===== config.mk =====
export PLATFORM = sky130hd
export DESIGN_NAME = sar_comparator_responder
export DESIGN_NICKNAME = d
export VERILOG_FILES = /design/src/rtl/sar_comparator_responder.sv
export SDC_FILE = /design/constraint.sdc
export NUM_CORES = 1
export LEC_CHECK = 0
export ABC_AREA = 1
export CAP_MARGIN = 0
export CORE_UTILIZATION = 25
export DETAILED_ROUTE_END_ITERATION = 8
export PLACE_DENSITY = 0.58
export SYNTH_ARGS = -nofsm -noshare
export SYNTH_HDL_FRONTEND = slang
export SYNTH_SLANG_ARGS = --single-unit

===== constraint.sdc =====
create_clock -name clk -period 1.3 [get_ports clk]
set_clock_uncertainty 0.15 [all_clocks]
set_input_delay 0.13 -clock clk [delete_from_list [all_inputs] [get_ports clk]]
set_output_delay 0.13 -clock clk [all_outputs]
set_load 0.01 [all_outputs]

===== src/rtl/sar_comparator_responder.sv =====
// sar_comparator_responder
// Digital stand-in for the comparator and sample-and-hold end of a SAR ADC
// interface. On a sample request it latches vin_code. For each DAC guess
// (sel) from the controller it answers with the add decision. When the
// controller raises done, it captures the final code.
//
// Optional build macro: SAR_RESP_STATS_EN adds the saturating conversion and
// timeout counters (conv_count, timeout_count).
//
// Parameters:
//   WIDTH        code width of vin_code / sel / result
//   CMP_LATENCY  register stages on add (1..4)
//   HOLD_CYCLES  max cycles spent in HOLD before timeout (2..255)
//
// Ports:
//   clk           rising-edge clock
//   reset         asynchronous active-high reset
//   sample_req    capture request, level sampled at posedge
//   vin_code      code to capture
//   sel           DAC guess from the SAR controller
//   done          controller conversion-complete flag
//   add           comparator decision (held > sel), CMP_LATENCY cycles late
//   busy          high while a conversion is held
//   result        sel captured when done is seen
//   result_valid  one-cycle pulse when result updates
//   timeout       one-cycle pulse when HOLD expires without done
//   conv_count    (SAR_RESP_STATS_EN) saturating count of result_valid pulses
//   timeout_count (SAR_RESP_STATS_EN) saturating count of timeout pulses
module sar_comparator_responder #(
    parameter int unsigned WIDTH       = 3,
    parameter int unsigned CMP_LATENCY = 1,
    parameter int unsigned HOLD_CYCLES = 16
) (
    input  logic             clk,
    input  logic             reset,
    input  logic             sample_req,
    input  logic [WIDTH-1:0] vin_code,
    input  logic [WIDTH-1:0] sel,
    input  logic             done,
    output logic             add,
    output logic             busy,
    output logic [WIDTH-1:0] result,
    output logic             result_valid,
`ifdef SAR_RESP_STATS_EN
    output logic [7:0]       conv_count,
    output logic [7:0]       timeout_count,
`endif
    output logic             timeout
);

    localparam int unsigned CNT_W  = 8;
    localparam int unsigned STAT_W = 8;

    typedef enum logic {
        S_IDLE = 1'b0,
        S_HOLD = 1'b1
    } state_e;

    state_e                 state_q, state_d;
    logic [WIDTH-1:0]       held_q, held_d;
    logic [CNT_W-1:0]       cnt_q, cnt_d;
    logic                   busy_q, busy_d;
    logic [WIDTH-1:0]       result_q, result_d;
    logic                   rv_q, rv_d;
    logic                   to_q, to_d;
    logic [CMP_LATENCY-1:0] add_pipe_q, add_pipe_d;
    logic                   cmp_c;

    // Next-state and registered-output logic for the conversion FSM.
    always_comb begin
        state_d  = state_q;
        held_d   = held_q;
        cnt_d    = cnt_q;
        busy_d   = busy_q;
        result_d = result_q;
        rv_d     = 1'b0;
        to_d     = 1'b0;
        case (state_q)
            S_IDLE: begin
                if (sample_req) begin
                    held_d  = vin_code;
                    cnt_d   = '0;
                    busy_d  = 1'b1;
                    state_d = S_HOLD;
                end
            end
            S_HOLD: begin
                cnt_d = cnt_q + CNT_W'(1);
                // done has priority over both the limit and a new sample_req.
                if (done) begin
                    result_d = sel;
                    rv_d     = 1'b1;
                    busy_d   = 1'b0;
                    state_d  = S_IDLE;
                end else if (cnt_q == CNT_W'(HOLD_CYCLES - 1)) begin
                    to_d    = 1'b1;
                    busy_d  = 1'b0;
                    state_d = S_IDLE;
                end
            end
            default: begin
                state_d = S_IDLE;
            end
        endcase
    end

    // Comparator term; forced low outside HOLD.
    assign cmp_c = (state_q == S_HOLD) && (held_q > sel);

    // Pure shift-register delay on the decision, no bypass path.
    if (CMP_LATENCY == 1) begin : g_lat1
        assign add_pipe_d = cmp_c;
    end else begin : g_latn
        assign add_pipe_d = {add_pipe_q[CMP_LATENCY-2:0], cmp_c};
    end

    always_ff @(posedge clk or posedge reset) begin
        if (reset) begin
            state_q    <= S_IDLE;
            held_q     <= '0;
            cnt_q      <= '0;
            busy_q     <= 1'b0;
            result_q   <= '0;
            rv_q       <= 1'b0;
            to_q       <= 1'b0;
            add_pipe_q <= '0;
        end else begin
            state_q    <= state_d;
            held_q     <= held_d;
            cnt_q      <= cnt_d;
            busy_q     <= busy_d;
            result_q   <= result_d;
            rv_q       <= rv_d;
            to_q       <= to_d;
            add_pipe_q <= add_pipe_d;
        end
    end

    assign add          = add_pipe_q[CMP_LATENCY-1];
    assign busy         = busy_q;
    assign result       = result_q;
    assign result_valid = rv_q;
    assign timeout      = to_q;

`ifdef SAR_RESP_STATS_EN
    logic [STAT_W-1:0] conv_q, conv_d;
    logic [STAT_W-1:0] tcnt_q, tcnt_d;

    // Saturating event counters, updated on the same edge that raises the pulse.
    always_comb begin
        conv_d = conv_q;
        tcnt_d = tcnt_q;
        if (rv_d && (conv_q != {STAT_W{1'b1}})) begin
            conv_d = conv_q + STAT_W'(1);
        end
        if (to_d && (tcnt_q != {STAT_W{1'b1}})) begin
            tcnt_d = tcnt_q + STAT_W'(1);
        end
    end

    always_ff @(posedge clk or posedge reset) begin
        if (reset) begin
            conv_q <= '0;
            tcnt_q <= '0;
        end else begin
            conv_q <= conv_d;
            tcnt_q <= tcnt_d;
        end
    end

    assign conv_count    = conv_q;
    assign timeout_count = tcnt_q;
`endif

endmodule


# After elaboration in Yosys (flattened, before gate mapping)
# Index checks and enable logic that the tools add are counted.
# op_classes
add_sub_neg,1
order_cmp,1
eq_ne,3
mux,15
n_bitwise,1
reduce_logical,4
# ops
op,n
8-bit case mux with 2 select lines,1
1-bit two-way mux,11
8-bit by 1-bit adder with 8-bit output (second input constant),1
8-bit by 4-bit == test with 1-bit output (second input constant),1
8-bit two-way mux,1
2-bit AND reduction,3
1-bit case mux with 2 select lines,2
3-bit greater-than comparator,1
3-bit by 2-bit != test with 1-bit output (second input constant),1
2-bit != test (second input constant),1
1-bit logical AND,1
1-bit inverter,1
# word_totals
register_bits,19
input_bits,10
word_cells,33

# Longest topological paths before layout
# Gate-level depths: netlist (run 1).
# logic_depth
depth_word,4
mapped_depth,7
ltp_nobuf,6

# Worst setup path before layout (run 1)
# OpenSTA, ideal clock, no wires.
# synth_path
path_type,reg2reg
from,register cnt_q[0]
to,"register busy_q, in the netlist busy"
arrival_ps,966
required_ps,1023
slack_ps,57
path_stages_with_launch,5
period_less_slack_ps,1243
cell_sequence,dfrtp_1 -> ha_1 -> nand3_1 -> o21bai_1 -> a21oi_1
# synth_between
elab_chain_cells,3
# synth_rtl
element,line_no,rtl
"start, declared",61,"logic [CNT_W-1:0] cnt_q, cnt_d;"
"start signal, assigned",130,cnt_q <= cnt_d;
8-bit by 4-bit == test with 1-bit output,95,end else if (cnt_q == CNT_W'(HOLD_CYCLES - 1)) begin
3-bit by 2-bit != test with 1-bit output (no source line),--,
2-bit AND reduction (no source line),--,
"end signal, assigned",131,busy_q <= busy_d;
"end, declared",62,"logic busy_q, busy_d;"
# No other way between the ends.
# A chain may end at the register's enable or synchronous reset.

# Final worst setup path (run 1)
# layout_path
from,register cnt_q[0]
to,register cnt_q[4]
# layout_between
elab_chain_cells,2
# layout_rtl
element,line_no,rtl
8-bit by 1-bit adder with 8-bit output,88,cnt_d = cnt_q + CNT_W'(1);
8-bit case mux with 2 select lines,78,case (state_q)
# No other way between the ends.

==> flow_summary.json, run 1 <==
{
  "status": "finished with violations",
  "violations": "negative hold slack",
  "synth_nets": 111,
  "port_buffers": 16,
  "start_util_pct": 26.41,
  "post_drt_wl_per_cell_um": 9.275,
  "hpwl_um": 1209,
  "ant_nets": 0,
  "dr.first_iter.drc_count": 16,
  "dr.pass1.iters": 4,
  "crit_path_start_kind": "register",
  "antenna_cells": 0,
  "grt_pass1_wl_um": 2553,
  "io_pins": 17,
  "timing.rr.start": "cnt_q[0]$_DFFE_PP0P_",
  "placed_area_um2": 1132,
  "worstHoldPathType": "in -> async",
  "fill_cells": 374,
  "cp.arrival_ns": 1.30,
  "syn2layout_area_growth_pct": 30.42,
  "grt_overflow": 0,
  "design_area_um2": 1159,
  "rows": 21,
  "wirelength_um": 1549,
  "die-area_um2": 3796,
  "worst_pin_slew_ns": 0.2388,
  "synth-warning-count": 0,
  "numCtsBuffers": 3,
  "synth.distinct_cells": 19,
  "viasPerCell": 4.024,
  "root_buffer": "clkbuf_4",
  "ys_seq_elements": 19,
  "maxCapViolations": 0,
  "drive_above_1_share_pct": 16.53,
  "p_leak_nw": 0.5723,
  "setup_viol": 0,
  "clkTransAtPathRegs_ns": 0.11,
  "antenna_found_initial": 0,
  "ir_worst_vdd_mv": 0.3644,
  "powerDensity_nw_per_um2": 1243,
  "ff2ff_setup_slack_ns": 0.03,
  "finish.net_count": 136,
  "drc": 0,
  "worst-path-max-fanout": 3,
  "tns_ns": 0,
  "multi_input_area_um2": 364.1,
  "postSynthCellCount": 97,
  "avgSynthCellArea_um2": 9.158,
  "end_kind": "register",
  "clock_sinks": 19,
  "cts_tree": "done",
  "die_w_um": 61.61,
  "vias": 672,
  "ff_latch_area_um2": 476.7,
  "place_congestion": 0.8496,
  "synth_seq_area_share_pct": 53.52,
  "htreeDepth": 1,
  "die_h_um": 61.61,
  "hold_viol_final": 12,
  "path_class": "reg -> reg",
  "fin_crit_sh_pct": 97.52,
  "fmax_ghz": 0.7888,
  "rsz0062_at_grt": "yes",
  "hold_ws_ns": -0.003550,
  "clock_path_buffers": 2,
  "cts_setup_buffers": 0,
  "grt_max_degree": 20,
  "finalCriticalPeriod_ns": 1.268,
  "core_um2": 3363,
  "mostFrequentLayoutCell": "nand2_1",
  "finalPower_mw": 1.440,
  "cp.required_ns": 1.34,
  "r2r_cells": 4,
  "slew_headroom_pct": 84.08,
  "slew_viol_final": 0,
  "timing.rr.end": "cnt_q[4]$_DFFE_PP0P_",
  "clkLatencyLatePin_ns": 0.29,
  "layout_common_cells": "26 x nand2_1, 18 x dfrtp_1, 9 x clkdlybuf4s50_1, 8 x nor2_1",
  "grt_use_total_pct": 9.071,
  "syn_area_um2": 888.4,
  "grt_pass1_vias": 593
}
worst max-delay path: stages, from the launching register on:
cell	delay, ns
dfrtp_1	0.40
ha_1	0.23
nand3_1	0.15
xor2_1	0.16
o21ai_1	0.07
metrics by stage:
stage                     setup slack, ns  utilization, %  cells
after floorplan                   0.05672               -     97
after global placement            -0.1282           33.67    163
after detailed placement          -0.1802           33.67    163
after CTS                        0.007128           34.30    167
after global routing             -0.04572           34.45    167
final                             0.03220           34.45    167
repair_timing:
action,4_1_cts,5_1_grt
hold buffers,0,0
gates resized for setup,7,2
setup endpoints to repair,7,14
pin swaps,0,1
logic make-up (layout without fill, tap and decap cells):
group / Yosys count / count (layout) / share of synthesized area, %
AO/OA/AOI/OAI: 15 / 15 / 9.155
XOR/XNOR: 1 / 1 / 0.9861
adder cells (fa/ha/maj): 4 / 4 / 5.634
buffers and inverters: 12 / 36 / 5.915
flip-flops: 19 / 19 / 53.52
AND/OR/NAND/NOR: 46 / 46 / 24.79
how the worst max path moves through the flow:
stage,from,endpoint,slack [ns],depth (start not counted)
6_report,cnt_q[0]$_DFFE_PP0P_,cnt_q[4]$_DFFE_PP0P_,0.03,4
5_1_grt,cnt_q[0]$_DFFE_PP0P_,busy$_DFFE_PP0P_,-0.05,4
4_1_cts,cnt_q[0]$_DFFE_PP0P_,busy$_DFFE_PP0P_,0.007,4
3_5_place_dp,sel[2],add$_DFF_PP0_,-0.18,5
3_3_place_gp,sel[2],add$_DFF_PP0_,-0.13,5
2_1_floorplan,cnt_q[0]$_DFFE_PP0P_,busy$_DFFE_PP0P_,0.06,4
where the power goes:
part | total [mW] | switching (mW) | leakage, nW | internal (mW)
Combinational | 0.386 | 0.189 | 0.312 | 0.197
Clock | 0.297 | 0.180 | 0.0139 | 0.117
Sequential | 0.757 | 0.0687 | 0.247 | 0.689
sequential cells by signal (all words and copies together) (netlist names):
signal        flops
add               1
result_valid      1
result            3
timeout           1
cnt_q             8
busy              1
state_q           1
held_q            3
cell usage after synthesis:
| master | number | area, um^2 |
|---|---|---|
| nor2_1 | 8 | 30.03 |
| nand2_4 | 2 | 22.52 |
| dfrtp_1 | 19 | 475.5 |
| a21oi_1 | 5 | 25.02 |
| o21ai_0 | 6 | 30.03 |
| a22o_1 | 1 | 8.760 |
| inv_2 | 4 | 15.01 |
| nand3_1 | 5 | 25.02 |
| nand2_1 | 26 | 97.59 |
| nor2_4 | 2 | 22.52 |
| o21bai_1 | 1 | 7.510 |
| xor2_1 | 1 | 8.760 |
| ha_1 | 4 | 50.05 |
| buf_6 | 1 | 11.26 |
| nand3b_1 | 1 | 7.510 |
| nor3_1 | 1 | 5.000 |
| o21ai_1 | 2 | 10.01 |
| nand3_2 | 1 | 10.01 |
| inv_1 | 7 | 26.28 |
area by class of cell:
| type | count | area share (%) |
|---|---|---|
| Multi-Input combinational cell | 66 | 31.43 |
| Inverter | 11 | 3.564 |
| Clock inverter | 1 | 0.6479 |
| Sequential cell | 19 | 41.14 |
| Tap cell | 46 | 4.968 |
| Clock buffer | 3 | 1.944 |
| Timing Repair Buffer | 21 | 16.31 |
metal layers:
metal | share of wire [%] | global-route usage (%) | up-vias | routed length (um)
met4 | 1.7 | 3.810 | 0 | 26
met5 | 0 | 0 | - | 0
met2 | 43 | 13.36 | 13 | 661
met1 | 53 | 13.64 | 297 | 814
li1 | - | - | 360 | -
met3 | 3.0 | 0.6303 | 2 | 47
No activity file was read; power rests on OpenSTA's default activity.
==> inputs of run 2 (changes only) <==
--- a/constraint.sdc
+++ b/constraint.sdc
@@ -3,3 +3,3 @@
 set_input_delay 0.13 -clock clk [delete_from_list [all_inputs] [get_ports clk]]
 set_output_delay 0.13 -clock clk [all_outputs]
-set_load 0.01 [all_outputs]
+set_load 0.02 [all_outputs]
==> flow_summary.json, run 2 (synthesis results as in run 1) <==
{
  "status": "finished with violations",
  "violations": "negative hold slack",
  "place_congestion": 0.8496,
  "utilization_pct": 34.45,
  "crit_path_start_kind": "register",
  "syn2layout_area_growth_pct": 30.42,
  "root_buffer": "clkbuf_4",
  "placed_area_um2": 1132,
  "clkLatencyLatePin_ns": 0.29,
  "hold_ws_ns": -0.003525,
  "vias": 670,
  "clock_sinks": 19,
  "rsz0062_at_grt": "yes",
  "cts_tree": "done",
  "port_buffers": 16,
  "tns_ns": 0,
  "fmax_ghz": 0.7868,
  "cp.arrival_ns": 0.99,
  "slew_headroom_pct": 84.08,
  "finish.net_count": 136,
  "layout_common_cells": "26 x nand2_1, 18 x dfrtp_1, 9 x clkdlybuf4s50_1, 8 x nor2_1, 7 x inv_1",
  "critPathTopFamily": "flip-flops",
  "max_stage_delay_ns": 0.41,
  "die_h_um": 61.61,
  "end_kind": "output pin",
  "path_buf_inv": 1,
  "grt_pass1_wl_um": 2553,
  "ctsHoldBuffers": 0,
  "r2r_cells": 4,
  "critical_path_depth": 1,
  "slowest_stage": "dfrtp_1",
  "setup_viol": 0,
  "powerDensity_nw_per_um2": 1273,
  "dr.first_iter.drc_count": 16,
  "htreeDepth": 1,
  "path_class": "reg -> out",
  "drive_above_1_share_pct": 17.36,
  "die_w_um": 61.61,
  "top_register": "cnt_q",
  "grt_max_degree": 20,
  "io_pins": 17,
  "wirelength_um": 1551,
  "slew_viol_final": 0,
  "numCtsBuffers": 3,
  "rows": 21,
  "p_leak_nw": 0.5658,
  "finalCriticalPeriod_ns": 1.271,
  "grt_overflow": 0,
  "worstHoldPathType": "in -> async",
  "design_area_um2": 1159,
  "worst_pin_slew_ns": 0.2388,
  "die-area_um2": 3796,
  "post_drt_wl_per_cell_um": 9.287,
  "mostFrequentLayoutCell": "nand2_1",
  "clkTransAtPathRegs_ns": 0.11,
  "grt_pass1_vias": 593,
  "hpwl_um": 1209,
  "grt_use_total_pct": 9.071,
  "core_um2": 3363,
  "worst-path-max-fanout": 2,
  "crit_chain": "clkdlybuf4s15_1",
  "start_util_pct": 26.41,
  "finalNonFillerCells": 167,
  "hold_viol_final": 12,
  "largest_reg_flops": 8,
  "viasPerCell": 4.012,
  "cp.required_ns": 1.02,
  "ir_worst_vdd_mv": 0.3972,
  "clock_path_buffers": 2,
  "antenna_found_initial": 0,
  "antenna_cells": 0,
  "maxCapViolations": 0,
  "fin_crit_sh_pct": 97.76,
  "ant_nets": 0,
  "drc": 0,
  "dp.cells": 163,
  "dr.pass1.iters": 4
}
==> run 2: timing repair <==
action | in CTS | in global routing
pin swaps | 0 | 1
gates cloned | 0 | 0
endpoints found under the setup margin | 7 | 17
resized for setup | 9 | 5
setup buffers | 0 | 0
==> run 2: final cells by class <==
class	instances	area, um^2
multi-input combinational	66	364.1
clock buffer	3	22.52
sequential	19	476.7
inverter	11	41.29
tap	46	57.56
clock inverter	1	7.507
timing repair buffer	21	188.9
fill	373	2205
==> run 2: final timing paths <==
| check | end | slack (ns) | startpoint |
|---|---|---|---|
| worst max-delay path | busy | 0.03 | busy$_DFFE_PP0P_ |
| min in group clk | held_q[1]$_DFFE_PP0P_ | 0.22 | vin_code[1] |
| worst min-delay path | result[0]$_DFFE_PP0P_ | -0.004 | reset |
| max in group asynchronous | state_q$_DFF_PP0_ | 0.79 | reset |
| worst min register to register | result[0]$_DFFE_PP0P_ | 0.35 | result[0]$_DFFE_PP0P_ |
| worst max register to register | cnt_q[4]$_DFFE_PP0P_ | 0.03 | cnt_q[0]$_DFFE_PP0P_ |
==> run 2: power by group <==
part,leakage (nW),total [mW],switching [mW],internal [mW]
Clock,0.0139,0.297,0.180,0.117
Combinational,0.305,0.419,0.219,0.200
Sequential,0.247,0.759,0.0701,0.689
==> run 2: metal layers <==
layer  global-route usage, %  wire, um
met2                   13.36       660
met5                       0         0
met1                   13.64       816
met4                   3.810        26
met3                  0.6303        48
==> run 2: worst reg2reg max path: cells and delay by family (launching register included) <==
family | cells | cell delay [ns]
AO/OA/AOI/OAI | 1 | 0.07
AND/OR/NAND/NOR | 1 | 0.15
flip-flops | 1 | 0.40
XOR/XNOR | 1 | 0.16
adder cells (fa/ha/maj) | 1 | 0.23
==> run 2: per-stage QoR <==
stage          total power, mW  hold WS (ns)  setup WS (ns)
5_1_grt                  1.567       0.03742       -0.04572
3_5_place_dp             1.209        0.3193        -0.1802
6_report                 1.475     -0.003525        0.02910
2_1_floorplan            1.008      -0.06887        0.05672
3_3_place_gp             1.202        0.3149        -0.1282
4_1_cts                  1.487      0.003921       0.006697
